===== src/rtl/jtag_shift_master_if.sv =====
// Command/response handshake bundle between a JTAG shift engine and its host.
// The host side uses the master modport, the engine uses slave.
interface jtag_shift_master_if #(
    parameter int MAXBITS = 32
);
    logic               cmd_valid;
    logic               cmd_ready;
    logic [4:0]         cmd_nbits_m1;
    logic [MAXBITS-1:0] cmd_tms;
    logic [MAXBITS-1:0] cmd_tdi;
    logic               cmd_capture;
    logic               rsp_valid;
    logic               rsp_ready;
    logic [MAXBITS-1:0] rsp_tdo;

    modport master (
        output cmd_valid, cmd_nbits_m1, cmd_tms, cmd_tdi, cmd_capture, rsp_ready,
        input  cmd_ready, rsp_valid, rsp_tdo
    );

    modport slave (
        input  cmd_valid, cmd_nbits_m1, cmd_tms, cmd_tdi, cmd_capture, rsp_ready,
        output cmd_ready, rsp_valid, rsp_tdo
    );
endinterface


===== src/rtl/jtag_shift_master.sv =====
// Host-side JTAG initiator: shifts 1..MAXBITS bits of TMS/TDI per command at
// TCK = clk/(2*DIV), captures TDO on each TCK rise and optionally returns it.
module jtag_shift_master #(
    parameter int DIV     = 2,
    parameter int MAXBITS = 32
) (
    input  logic                clk,
    input  logic                rst,
    jtag_shift_master_if.slave  bus,
    output logic                busy,
    output logic                tck,
    output logic                tms,
    output logic                tdi,
    input  logic                tdo
);

    typedef enum logic [1:0] {IDLE, LOW, HIGH, RESP} state_t;

    localparam logic [7:0] DIV_M1 = 8'(DIV - 1);

    state_t             state;
    state_t             state_next;
    logic [7:0]         div_cnt;
    logic [4:0]         idx;
    logic [4:0]         idx_next;
    logic [4:0]         nbits_m1_q;
    logic               capture_q;
    logic [MAXBITS-1:0] tms_q;
    logic [MAXBITS-1:0] tdi_q;
    logic [MAXBITS-1:0] tdo_sr;

    logic accept;
    logic rise;
    logic fall;
    logic advance;
    logic phase_end;
    logic last_bit;

    assign phase_end = (div_cnt == 8'd0);
    assign last_bit  = (idx == nbits_m1_q);
    assign idx_next  = idx + 5'd1;

    always_ff @(posedge clk or posedge rst) begin
        if (rst) state <= IDLE;
        else     state <= state_next;
    end

    always_comb begin
        // NOTE: every combinational output is defaulted first so no path can infer a latch.
        state_next = state;
        accept     = 1'b0;
        rise       = 1'b0;
        fall       = 1'b0;
        advance    = 1'b0;
        unique case (state)
            IDLE: begin
                if (bus.cmd_valid) begin
                    accept     = 1'b1;
                    state_next = LOW;
                end
            end
            LOW: begin
                if (phase_end) begin
                    rise       = 1'b1;
                    state_next = HIGH;
                end
            end
            HIGH: begin
                if (phase_end) begin
                    fall = 1'b1;
                    if (!last_bit) begin
                        advance    = 1'b1;
                        state_next = LOW;
                    end else begin
                        state_next = capture_q ? RESP : IDLE;
                    end
                end
            end
            RESP: begin
                if (bus.rsp_ready) state_next = IDLE;
            end
            default: state_next = IDLE;
        endcase
    end

    // NOTE: the command words are not reset; they are always loaded on accept before being read.
    always_ff @(posedge clk) begin
        if (accept) begin
            tms_q <= bus.cmd_tms;
            tdi_q <= bus.cmd_tdi;
        end
    end

    // Pins are registered; the async reset parks TCK low and TMS high at once.
    always_ff @(posedge clk or posedge rst) begin
        if (rst) begin
            // NOTE: non-blocking assignments so every register here sees pre-edge values.
            div_cnt    <= 8'd0;
            idx        <= 5'd0;
            nbits_m1_q <= 5'd0;
            capture_q  <= 1'b0;
            tdo_sr     <= '0;
            tck        <= 1'b0;
            tms        <= 1'b1;
            tdi        <= 1'b0;
        end else begin
            if (accept || rise || fall)
                div_cnt <= DIV_M1;
            else if (state == LOW || state == HIGH)
                div_cnt <= div_cnt - 8'd1;

            if (accept) begin
                idx        <= 5'd0;
                nbits_m1_q <= bus.cmd_nbits_m1;
                capture_q  <= bus.cmd_capture;
                tdo_sr     <= '0;
                tms        <= bus.cmd_tms[0];
                tdi        <= bus.cmd_tdi[0];
            end

            if (rise) begin
                tck         <= 1'b1;
                tdo_sr[idx] <= tdo;
            end

            if (fall) tck <= 1'b0;

            // TMS/TDI move to the next bit on the same edge that drops TCK.
            if (advance) begin
                idx <= idx_next;
                tms <= tms_q[idx_next];
                tdi <= tdi_q[idx_next];
            end
        end
    end

    assign bus.cmd_ready = (state == IDLE);
    assign bus.rsp_valid = (state == RESP);
    assign bus.rsp_tdo   = tdo_sr;
    assign busy          = (state == LOW) || (state == HIGH);

endmodule


===== src/flat_wrapper.sv =====
// flat-port wrapper written by rule: the top's interface ports become plain ports
module jtag_shift_master_flat 
#(
    parameter int DIV     = 2,
    parameter int MAXBITS = 32
)
  (clk, rst, busy, tck, tms, tdi, tdo, bus_cmd_valid, bus_cmd_nbits_m1, bus_cmd_tms, bus_cmd_tdi, bus_cmd_capture, bus_rsp_ready, bus_cmd_ready, bus_rsp_valid, bus_rsp_tdo);
  jtag_shift_master_if #(.MAXBITS(MAXBITS)) bus_i ();
  input  logic clk;
  input  logic rst;
  output logic busy;
  output logic tck;
  output logic tms;
  output logic tdi;
  input  logic tdo;
  input wire logic [$bits(bus_i.cmd_valid)-1:0] bus_cmd_valid;
  input wire logic [$bits(bus_i.cmd_nbits_m1)-1:0] bus_cmd_nbits_m1;
  input wire logic [$bits(bus_i.cmd_tms)-1:0] bus_cmd_tms;
  input wire logic [$bits(bus_i.cmd_tdi)-1:0] bus_cmd_tdi;
  input wire logic [$bits(bus_i.cmd_capture)-1:0] bus_cmd_capture;
  input wire logic [$bits(bus_i.rsp_ready)-1:0] bus_rsp_ready;
  output wire logic [$bits(bus_i.cmd_ready)-1:0] bus_cmd_ready;
  output wire logic [$bits(bus_i.rsp_valid)-1:0] bus_rsp_valid;
  output wire logic [$bits(bus_i.rsp_tdo)-1:0] bus_rsp_tdo;
  assign bus_i.cmd_valid = bus_cmd_valid;
  assign bus_i.cmd_nbits_m1 = bus_cmd_nbits_m1;
  assign bus_i.cmd_tms = bus_cmd_tms;
  assign bus_i.cmd_tdi = bus_cmd_tdi;
  assign bus_i.cmd_capture = bus_cmd_capture;
  assign bus_i.rsp_ready = bus_rsp_ready;
  assign bus_cmd_ready = bus_i.cmd_ready;
  assign bus_rsp_valid = bus_i.rsp_valid;
  assign bus_rsp_tdo = bus_i.rsp_tdo;
  jtag_shift_master #(.DIV(DIV), .MAXBITS(MAXBITS)) u_core (.clk(clk), .rst(rst), .bus(bus_i), .busy(busy), .tck(tck), .tms(tms), .tdi(tdi), .tdo(tdo));
endmodule

===== config.mk =====
export PLATFORM = sky130hd
export DESIGN_NAME = jtag_shift_master_flat
export DESIGN_NICKNAME = d
export VERILOG_FILES = /design/src/rtl/jtag_shift_master_if.sv /design/src/rtl/jtag_shift_master.sv /design/src/flat_wrapper.sv
export SDC_FILE = /design/constraint.sdc
export NUM_CORES = 1
export LEC_CHECK = 0
export ABC_AREA = 1
export ABC_CLOCK_PERIOD_IN_PS = 4200
export CORE_MARGIN = 2
export CORE_UTILIZATION = 51
export DETAILED_ROUTE_END_ITERATION = 10
export PLACE_DENSITY = 0.86
export SLEW_MARGIN = 0
export SYNTH_ARGS = -nofsm -noshare
export SYNTH_HDL_FRONTEND = slang
export SYNTH_SLANG_ARGS = --single-unit

===== constraint.sdc =====
create_clock -name clk -period 4.2 [get_ports clk]
set_clock_uncertainty 0.2 [all_clocks]
set_input_delay 0.42 -clock clk [delete_from_list [all_inputs] [get_ports clk]]
set_output_delay 0.42 -clock clk [all_outputs]
set_load 0.005 [all_outputs]

== Word level (Yosys, flattened, before mapping) ==
Cells that the tools add are included.

* Bits in registers: 120
* Bits of input ports: 75
* Output and inout bits: 38
* Word-level logic and storage cells: 68

* $add $sub $neg: 2
* Order comparisons: 3
* Eq/ne operators: 8
* Multiplexer cells: 34
* Reduce and logical (&&, ||, !) cells: 10

{| class="wikitable"
|+ Operators by type and width
! kind !! number
|-
| two-way mux 32 bit || 2
|-
| bitwise mux 32 bit || 1
|-
| two-way mux 1 bit || 17
|-
| two-way mux 8 bit || 2
|-
| < comparator 5 x 6 -> 1 bit (second input constant) || 2
|-
| two-way mux 2 bit || 6
|-
| binary-select mux 1 bit (select 5 bit) || 2
|-
| two-way mux 5 bit || 2
|-
| logical NOT 8 bit || 1
|-
| case mux 2 bit (4 select lines) || 1
|-
| subtractor 8 x 1 -> 8 bit (second input constant) || 1
|-
| nonzero test 2 bit || 3
|-
| adder 5 x 1 -> 5 bit (second input constant) || 1
|-
| demux 1 bit (select 5 bit) || 1
|-
| equality test 5 bit || 1
|-
| greater-or-equal comparator 5 x 1 -> 1 bit (second input constant) || 1
|-
| equality test 2 bit (second input constant) || 2
|-
| != test 2 x 1 -> 1 bit (second input constant) || 2
|-
| != test 2 bit (second input constant) || 2
|-
| AND reduction 4 bit || 1
|-
| logical OR 1 bit || 3
|-
| equality test 2 x 1 -> 1 bit (second input constant) || 1
|-
| logical NOT 2 bit || 1
|-
| logical AND 1 bit || 1
|}

== Logic depth before layout (Yosys ltp) ==
Gate-level depths: netlist (run 1).

* Depth in word-level cells: 6
* Gate-level depth with buffers: 15
* Depth with buffers taken out: 12

== Least setup slack after synthesis (run 1) ==
No wires, ideal clock.

* Kind: register to register
* From: reg u_core.state[0]
* To: reg u_core.tdi_q[0] (enable)
* Library setup time: 0.453 ns
* Arrival: 2.868 ns
* Data required time: 3.547 ns
* Path slack: 0.679 ns
* Stages on the path, launching flop included: 6
* Path buffers: 1
* Clock period less this slack: 3.521 ns
* Path through: dfrtp_1 -> inv_1 -> ha_1 -> nand2_1 -> inv_1 -> clkbuf_1

* Cells in the longest elaborated chain, start to end: 2

{| class="wikitable"
|+ RTL lines
! what !! line !! source
|-
| start: declaration || jtag_shift_master.sv:21 || <nowiki>state_t state;</nowiki>
|-
| start signal: assignment || jtag_shift_master.sv:45 || <nowiki>else state <= state_next;</nowiki>
|-
| logical NOT 2 bit || -- ||
|-
| via bus_cmd_ready || flat_wrapper.sv:22 || <nowiki>output wire logic [$bits(bus_i.cmd_ready)-1:0] bus_cmd_ready;</nowiki>
|-
| two-way mux 1 bit || jtag_shift_master.sv:55 || <nowiki>unique case (state)</nowiki>
|-
| via u_core.accept || jtag_shift_master.sv:32 || <nowiki>logic accept;</nowiki>
|-
| end signal: assignment || jtag_shift_master.sv:90 || <nowiki>tdi_q <= bus.cmd_tdi;</nowiki>
|-
| end: declaration || jtag_shift_master.sv:29 || <nowiki>logic [MAXBITS-1:0] tdi_q;</nowiki>
|}

The timed path passes the listed nets, and every way through them passes these cells.
A chain may end at the register's enable or synchronous reset.

== Worst setup path after layout (run 1) ==
* From: reg u_core.idx[0]
* To: reg u_core.tms

* Cells in the longest elaborated chain, start to end: 5
* Elaborated cells between the ends (all ways): 9
* Those cells by class: add/sub: 1; eq/ne: 1; mux: 6; reduce/logical: 1

{| class="wikitable"
|+ RTL lines
! what !! line !! source
|-
| start: declaration || jtag_shift_master.sv:24 || <nowiki>logic [4:0] idx;</nowiki>
|-
| start signal: assignment || jtag_shift_master.sv:130 || <nowiki>idx <= idx_next;</nowiki>
|-
| branches (longest 5 deep; another with adder 5 x 1 -> 5 bit) || -- ||
|-
| end signal: assignment || jtag_shift_master.sv:117 || <nowiki>tms <= bus.cmd_tms[0];</nowiki>
|-
| end signal: assignment || jtag_shift_master.sv:131 || <nowiki>tms <= tms_q[idx_next];</nowiki>
|-
| end: declaration || jtag_shift_master.sv:12 || <nowiki>output logic tms,</nowiki>
|}

Several ways; the timed one is not identified. The select of a mux whose other input is x is not followed.

==> results of run 1 <==
==> sequential cells by signal, indices dropped and copies added (netlist names) <==
signal and cells:
u_core.tms_q 32, u_core.capture_q 1, u_core.nbits_m1_q 5, u_core.tck 1, u_core.tms 1, u_core.tdi 1
u_core.div_cnt 8, u_core.state 2, u_core.tdi_q 32, u_core.bus.rsp_tdo 32, u_core.idx 5
==> metal layers <==
layer  vias up  global-route usage  wire length [µm]
met5         -                   0                 0
met4         0              0.0940               293
met3        27              0.0582               842
met2       205               0.406              6570
met1      2036               0.273              4750
li1       2039                   -                 -
==> how the worst max path moves through the flow <==
stage	start	end	slack, ns
finish	u_core.idx[0]$_DFFE_PP0P_	u_core.tms$_DFFE_PP1P_	1.11
global route	u_core.idx[0]$_DFFE_PP0P_	u_core.tms$_DFFE_PP1P_	0.75
CTS	u_core.idx[0]$_DFFE_PP0P_	u_core.tdi$_DFFE_PP0P_	1.15
detailed placement	u_core.idx[0]$_DFFE_PP0P_	u_core.tms$_DFFE_PP1P_	1.18
global placement	u_core.idx[0]$_DFFE_PP0P_	u_core.tms$_DFFE_PP1P_	1.30
floorplan	u_core.state[0]$_DFFE_PP0P_	u_core.tdi_q[0]$_DFFE_PP_	0.68
==> placed cells by master (no fill, tap or decap), types with 2 or more instances in the layout <==
cell / count
clkdlybuf4s50_1: 112
nand2_1: 106
nand3_1: 65
edfxtp_1: 64
nor2_1: 58
dfrtp_1: 55
o21ai_0: 34
o21ai_1: 32
inv_1: 29
clkbuf_16: 16
nor3_1: 10
ha_1: 10
inv_2: 6
xor2_1: 6
clkinv_4: 6
o22ai_1: 5
a21oi_1: 4
nor2_4: 4
buf_4: 4
nand4_1: 3
bufinv_16: 3
or2_4: 2
xnor2_1: 2
or2_0: 2
clkinv_1: 2
clkinvlp_4: 2
==> Yosys cell counts <==
cell and number:
nand2_1 106, nand3_1 65, edfxtp_1 64, nor2_1 58, dfrtp_1 55, o21ai_0 34
o21ai_1 32, inv_1 31, clkbuf_1 10, ha_1 10, nor3_1 10, buf_2 6
xor2_1 6, o22ai_1 5, a21oi_1 4, inv_2 4, nor2_4 4, buf_1 3
nand4_1 3, or2_0 2, or2_4 2, xnor2_1 2, buf_4 1, dfstp_2 1
nand2_2 1, nand2_4 1, nand3_2 1, nor3_4 1, nor4_1 1, o21a_1 1
o21ai_2 1, o21ai_4 1, o21bai_1 1, o31ai_1 1, xnor2_4 1
==> final cells by class <==
cell class              count  area share
flip-flops and latches    120       0.465
multi-input cells         354       0.250
repair buffers            116       0.161
clock buffers              17      0.0579
clock inverters            15      0.0250
well taps                 136      0.0238
inverters                  35      0.0184
==> logic make-up (layout without fill, tap and decap cells) <==
kind of cell / after synthesis / after routing
buffers and inverters: 55 / 183
adder cells (fa/ha/maj): 10 / 10
AO/OA/AOI/OAI: 80 / 80
flip-flops: 120 / 120
XOR/XNOR: 9 / 9
AND/OR/NAND/NOR: 255 / 255
==> metrics by stage <==
stage                     hold slack [ns]   util
after global routing                0.245  0.700
final                               0.262  0.700
after floorplan                     0.269      -
after global placement              0.290  0.642
after CTS                           0.246  0.700
after detailed placement            0.299  0.642
==> power breakdown <==
part	total [µW]	switching (µW)	internal (µW)	leakage, µW
logic	135	40.9	93.7	0.00137
clock network	1430	522	904	0.000283
registers	1270	9.38	1260	0.00124
total	2830	572	2260	0.00289
==> impl_metrics.py, run 1 <==
metrics = {
    "layout": {
        "design_area_mm2": 0.00716,
        "antennaDiodeCount": 0,
        "final_nets": 729,
        "fill_cells": 717,
        "register_area_mm2": 0.00332,
        "layout-drive-gt1-share": 0.0822,
        "syn2layout_area_growth_pct": 34.3,
        "multi_input_area_mm2": 0.00179,
        "final_cells": 793,
    },
    "power_and_ir_drop": {
        "total_power_uw": 2830,
        "leakage_uw": 0.00289,
        "peakVddDrop_mv": 0.251,
        "powerDensity_mw_per_mm2": 395,
    },
    "setup_path": {
        "cp-start-kind": "flop",
        "path_depth": 13,
        "cp_data_required_time_ns": 4.45,
        "cp_cell_sequence": "buf_4 > inv_2 > ha_1 > inv_1 > nor2_1 > o21ai_0 > nand3_1 > nand3_1 > nand2_1 > nand2_1 > nand3_1 > nand2_1 > inv_1",
        "cp_top_family": "buffers and inverters",
        "crit_arrival_ns": 3.34,
        "cp_max_fo": 39,
        "path_buf_inv": 4,
        "worstRegToRegCells": 13,
        "path_class": "reg2reg",
        "cp-end-kind": "flop",
        "reg2reg_from": "u_core.idx[0]$_DFFE_PP0P_",
        "r2r_end": "u_core.tms$_DFFE_PP1P_",
        "ff2ff_setup_slack_ns": 1.11,
        "cpPeakStageDelay_ns": 0.73,
        "crit_path_top_delay_cell": "ha_1",
    },
    "placement": {
        "dp_hpwl_um": 8720,
        "place_congestion": 0.933,
        "placed_area_mm2": 0.00656,
        "placed_cells": 761,
        "io_buffers": 112,
        "dpl_worst_slack_ns": 1.18,
    },
    "floorplanning": {
        "ioPinCount": 113,
        "start_util": 0.521,
        "placementRows": 37,
        "core_area_mm2": 0.0102,
        "die-area_mm2": 0.0113,
        "fp.dieH_um": 106,
        "die_w_um": 106,
    },
    "sta": {
        "report.final.slew_viol_count": 0,
        "rsz0062_at_grt": "false",
        "worst_slew_pin_slew_ns": 1.12,
        "setup_slack_ns": 1.11,
        "fmax_mhz": 324,
        "slew_headroom": 0.254,
        "hold_viol": 0,
        "post-route-period-util": 0.736,
        "setup_tns_ns": 0,
        "setup_violations": 0,
        "min_period_ns": 3.09,
    },
    "synthesis": {
        "synth_top_family_by_area": "simple AND/OR/NAND/NOR gates",
        "syn_area_mm2": 0.00533,
        "yosys.area_share.xor_xnor": 0.0183,
        "yosys.area_share.simple": 0.213,
        "ys_seq_area_frac": 0.624,
        "netlist.area_leader.share": 0.361,
        "synth_top_area_cell": "edfxtp_1",
        "synth_compound_area_frac": 0.0805,
        "synthTopCellsByArea": "edfxtp_1 (36%), dfrtp_1 (26%), nand2_1 (7.5%), nand3_1 (6.1%), nor2_1 (4.1%)",
        "synthCells": 529,
        "ys_ff_latch": 120,
        "yosysWarnings": 0,
        "ys_types": 35,
        "muxShareOfSynthArea": 0,
        "synth_fp_nets": 614,
        "synth.avg_cell_area_um2": 10.1,
        "synthAdderAreaFrac": 0.0235,
    },
    "clocking": {
        "cts_tree": "done",
        "post_cts_buffers": 0,
        "cts_resized": 0,
        "numCtsBuffers": 17,
        "cts_max_level": 4,
        "clkSinkCount": 120,
        "clockBufferDepth": 2,
        "cts_root_buffer": "clkbuf_8",
        "clock_latency_ns": 0.51,
        "clkTransAtPathRegs_ns": 0.06,
        "hold_buffers": 0,
    },
    "global_routing": {
        "grt_pass1_wl_um": 20300,
        "grt_pass1_vias": 4308,
        "antenna_found_initial": 0,
        "grtUsageTotal": 0.232,
        "overflow": 0,
        "grt_max_degree": 57,
    },
    "detailed_routing": {
        "wl_um": 12500,
        "vias_per_cell": 5.43,
        "first_iter_violations": 244,
        "antenna_left": 0,
        "drc_errors": 0,
        "via_count": 4307,
        "dr.pass1.iters": 7,
        "detail_route.wl_per_cell_um": 15.7,
    },
    "worst_hold_path": {
        "worstHoldStart": "bus_cmd_tms[13]",
        "hold_class": "in2reg",
        "hold_end": "u_core.tms_q[13]$_DFFE_PP_",
        "holdPathStages": 1,
    },
    "outcome": {
        "status": "finished clean",
    },
    "job": {
        "maxCapViolCount": 0,
    },
}
Power figures use the tool's default switching activity.
==> run 2: changes to the inputs <==
--- a/config.mk
+++ b/config.mk
@@ -6,7 +6,7 @@
 export NUM_CORES = 1
 export LEC_CHECK = 0
 export ABC_AREA = 1
-export ABC_CLOCK_PERIOD_IN_PS = 4200
+export ABC_CLOCK_PERIOD_IN_PS = 3100
 export CORE_MARGIN = 2
 export CORE_UTILIZATION = 51
 export DETAILED_ROUTE_END_ITERATION = 10
==> constraint.sdc (replaced) <==
create_clock -name clk -period 3.1 [get_ports clk]
set_clock_uncertainty 0.2 [all_clocks]
set_input_delay 0.31 -clock clk [delete_from_list [all_inputs] [get_ports clk]]
set_output_delay 0.31 -clock clk [all_outputs]
set_load 0.005 [all_outputs]
==> impl_metrics.py, run 2 (synthesis results as in run 1) <==
metrics = {
    "layout": {
        "final_cells": 797,
        "mostFrequentLayoutCell": "clkdlybuf4s50_1",
        "multi_input_area_mm2": 0.00179,
        "antennaDiodeCount": 0,
        "syn2layout_area_growth_pct": 34.1,
        "most-common-layout-cells": "clkdlybuf4s50_1 (112), nand2_1 (106), nand3_1 (65), edfxtp_1 (64), nor2_1 (58)",
        "register_area_mm2": 0.00332,
        "fill_cells": 718,
        "layout-drive-gt1-share": 0.0893,
        "final_nets": 734,
    },
    "sta": {
        "slew_headroom": 0.364,
        "post-route-period-util": 0.808,
        "report.final.slew_viol_count": 0,
        "rsz0062_at_grt": "false",
        "setup_slack_ns": 0.594,
        "hold_viol": 0,
        "worst_slew_pin_slew_ns": 0.954,
        "setup_tns_ns": 0,
        "setup_violations": 0,
        "min_period_ns": 2.51,
        "fmax_mhz": 399,
    },
    "detailed_routing": {
        "dr_wl_met2_um": 6390,
        "drc_errors": 0,
        "dr.pass1.iters": 5,
        "antenna_left": 0,
        "vias_per_cell": 5.39,
        "top_layer": "met4",
        "wl_met3_um": 809,
        "via_count": 4293,
        "wl_um": 12400,
        "first_iter_violations": 259,
        "wl_met1_um": 4830,
        "detail_route.wl_per_cell_um": 15.5,
    },
    "floorplanning": {
        "die-area_mm2": 0.0113,
        "placementRows": 37,
        "fp.dieH_um": 106,
        "core_area_mm2": 0.0102,
        "start_util": 0.521,
        "die_w_um": 106,
        "ioPinCount": 113,
    },
    "setup_path": {
        "cp-start-kind": "flop",
        "cp_max_fo": 7,
        "cp_top_family": "buffers and inverters",
        "reg2reg_from": "u_core.idx[0]$_DFFE_PP0P_",
        "path_buf_inv": 2,
        "crit_arrival_ns": 2.00,
        "cp-end-kind": "output port",
        "startpoint": "u_core.state[1]$_DFFE_PP0P_",
        "cpPeakStageDelay_ns": 0.54,
        "path_depth": 3,
        "r2r_end": "u_core.tms$_DFFE_PP1P_",
        "worstRegToRegCells": 11,
        "ff2ff_setup_slack_ns": 0.71,
        "endpoint": "busy",
        "cp_data_required_time_ns": 2.59,
        "crit_path_top_delay_cell": "clkdlybuf4s50_1",
        "cp_cell_sequence": "inv_1 > ha_1 > clkdlybuf4s50_1",
        "path_class": "reg2out",
    },
    "clocking": {
        "cts_resized": 0,
        "cts_root_buffer": "clkbuf_8",
        "cts_tree": "done",
        "numCtsBuffers": 17,
        "clockBufferDepth": 2,
        "clock_latency_ns": 0.52,
        "cts_max_level": 4,
        "clkTransAtPathRegs_ns": 0.06,
        "clkSinkCount": 120,
        "post_cts_buffers": 0,
    },
    "outcome": {
        "status": "finished clean",
    },
    "power_and_ir_drop": {
        "leakage_uw": 0.00288,
        "peakVddDrop_mv": 0.378,
        "powerDensity_mw_per_mm2": 515,
    },
    "global_routing": {
        "grt_pass1_wl_um": 20300,
        "grt_max_degree": 49,
        "overflow": 0,
        "grt_pass1_vias": 4293,
        "antenna_found_initial": 0,
        "grtUsageTotal": 0.235,
    },
    "placement": {
        "io_buffers": 112,
        "place_congestion": 0.945,
        "dp_hpwl_um": 8620,
        "dpl_worst_slack_ns": 0.814,
        "placed_cells": 765,
    },
    "worst_hold_path": {
        "hold_class": "in2reg",
    },
    "job": {
        "maxCapViolCount": 0,
    },
}
## run 2: final cells by class
cell class | instances | share of cell area
Clock inverter | 14 | 0.0177
Clock buffer | 17 | 0.0580
Timing Repair Buffer | 121 | 0.167
Sequential cell | 120 | 0.465
Inverter | 35 | 0.0184
Tap cell | 136 | 0.0238
Multi-Input combinational cell | 354 | 0.250
## run 2: timing repair
action,in CTS,in global routing
hold buffers,1,0
endpoints found under the setup margin,0,0
hold endpoints to repair,24,0
## run 2: how the worst min path moves through the flow
stage,startpoint,end,slack (ns),cells after the start
3_3_place_gp,u_core.capture_q$_DFFE_PP0P_,u_core.capture_q$_DFFE_PP0P_,0.29,2
2_1_floorplan,bus_cmd_tdi[0],u_core.tdi_q[0]$_DFFE_PP_,0.21,0
6_report,bus_cmd_tms[14],u_core.tms_q[14]$_DFFE_PP_,0.14,1
4_1_cts,bus_cmd_tms[14],u_core.tms_q[14]$_DFFE_PP_,0.12,1
3_5_place_dp,u_core.capture_q$_DFFE_PP0P_,u_core.capture_q$_DFFE_PP0P_,0.29,2
5_1_grt,bus_cmd_tdi[8],u_core.tdi_q[8]$_DFFE_PP_,0.12,1
## run 2: metrics by stage
stage	total power [µW]	area [µm²]	util	hold WS, ns
detailed placement	1940	6590	0.644	0.294
finish	3680	7140	0.698	0.145
floorplan	1780	5330	-	0.209
global route	3800	7140	0.698	0.115
global placement	1930	6590	0.644	0.287
CTS	3710	7140	0.698	0.125
## run 2: where the power goes
part	internal (µW)	switching, µW	leakage, µW	total, µW
clock	1060	717	0.000253	1780
combinational	129	56.4	0.00139	186
sequential	1700	13.4	0.00124	1720
## run 2: metal layers
metal | track usage | vias to the layer above
li1 | - | 2034
met1 | 0.282 | 2020
met2 | 0.395 | 201
met3 | 0.0705 | 38
met4 | 0.0996 | 0
met5 | 0 | -
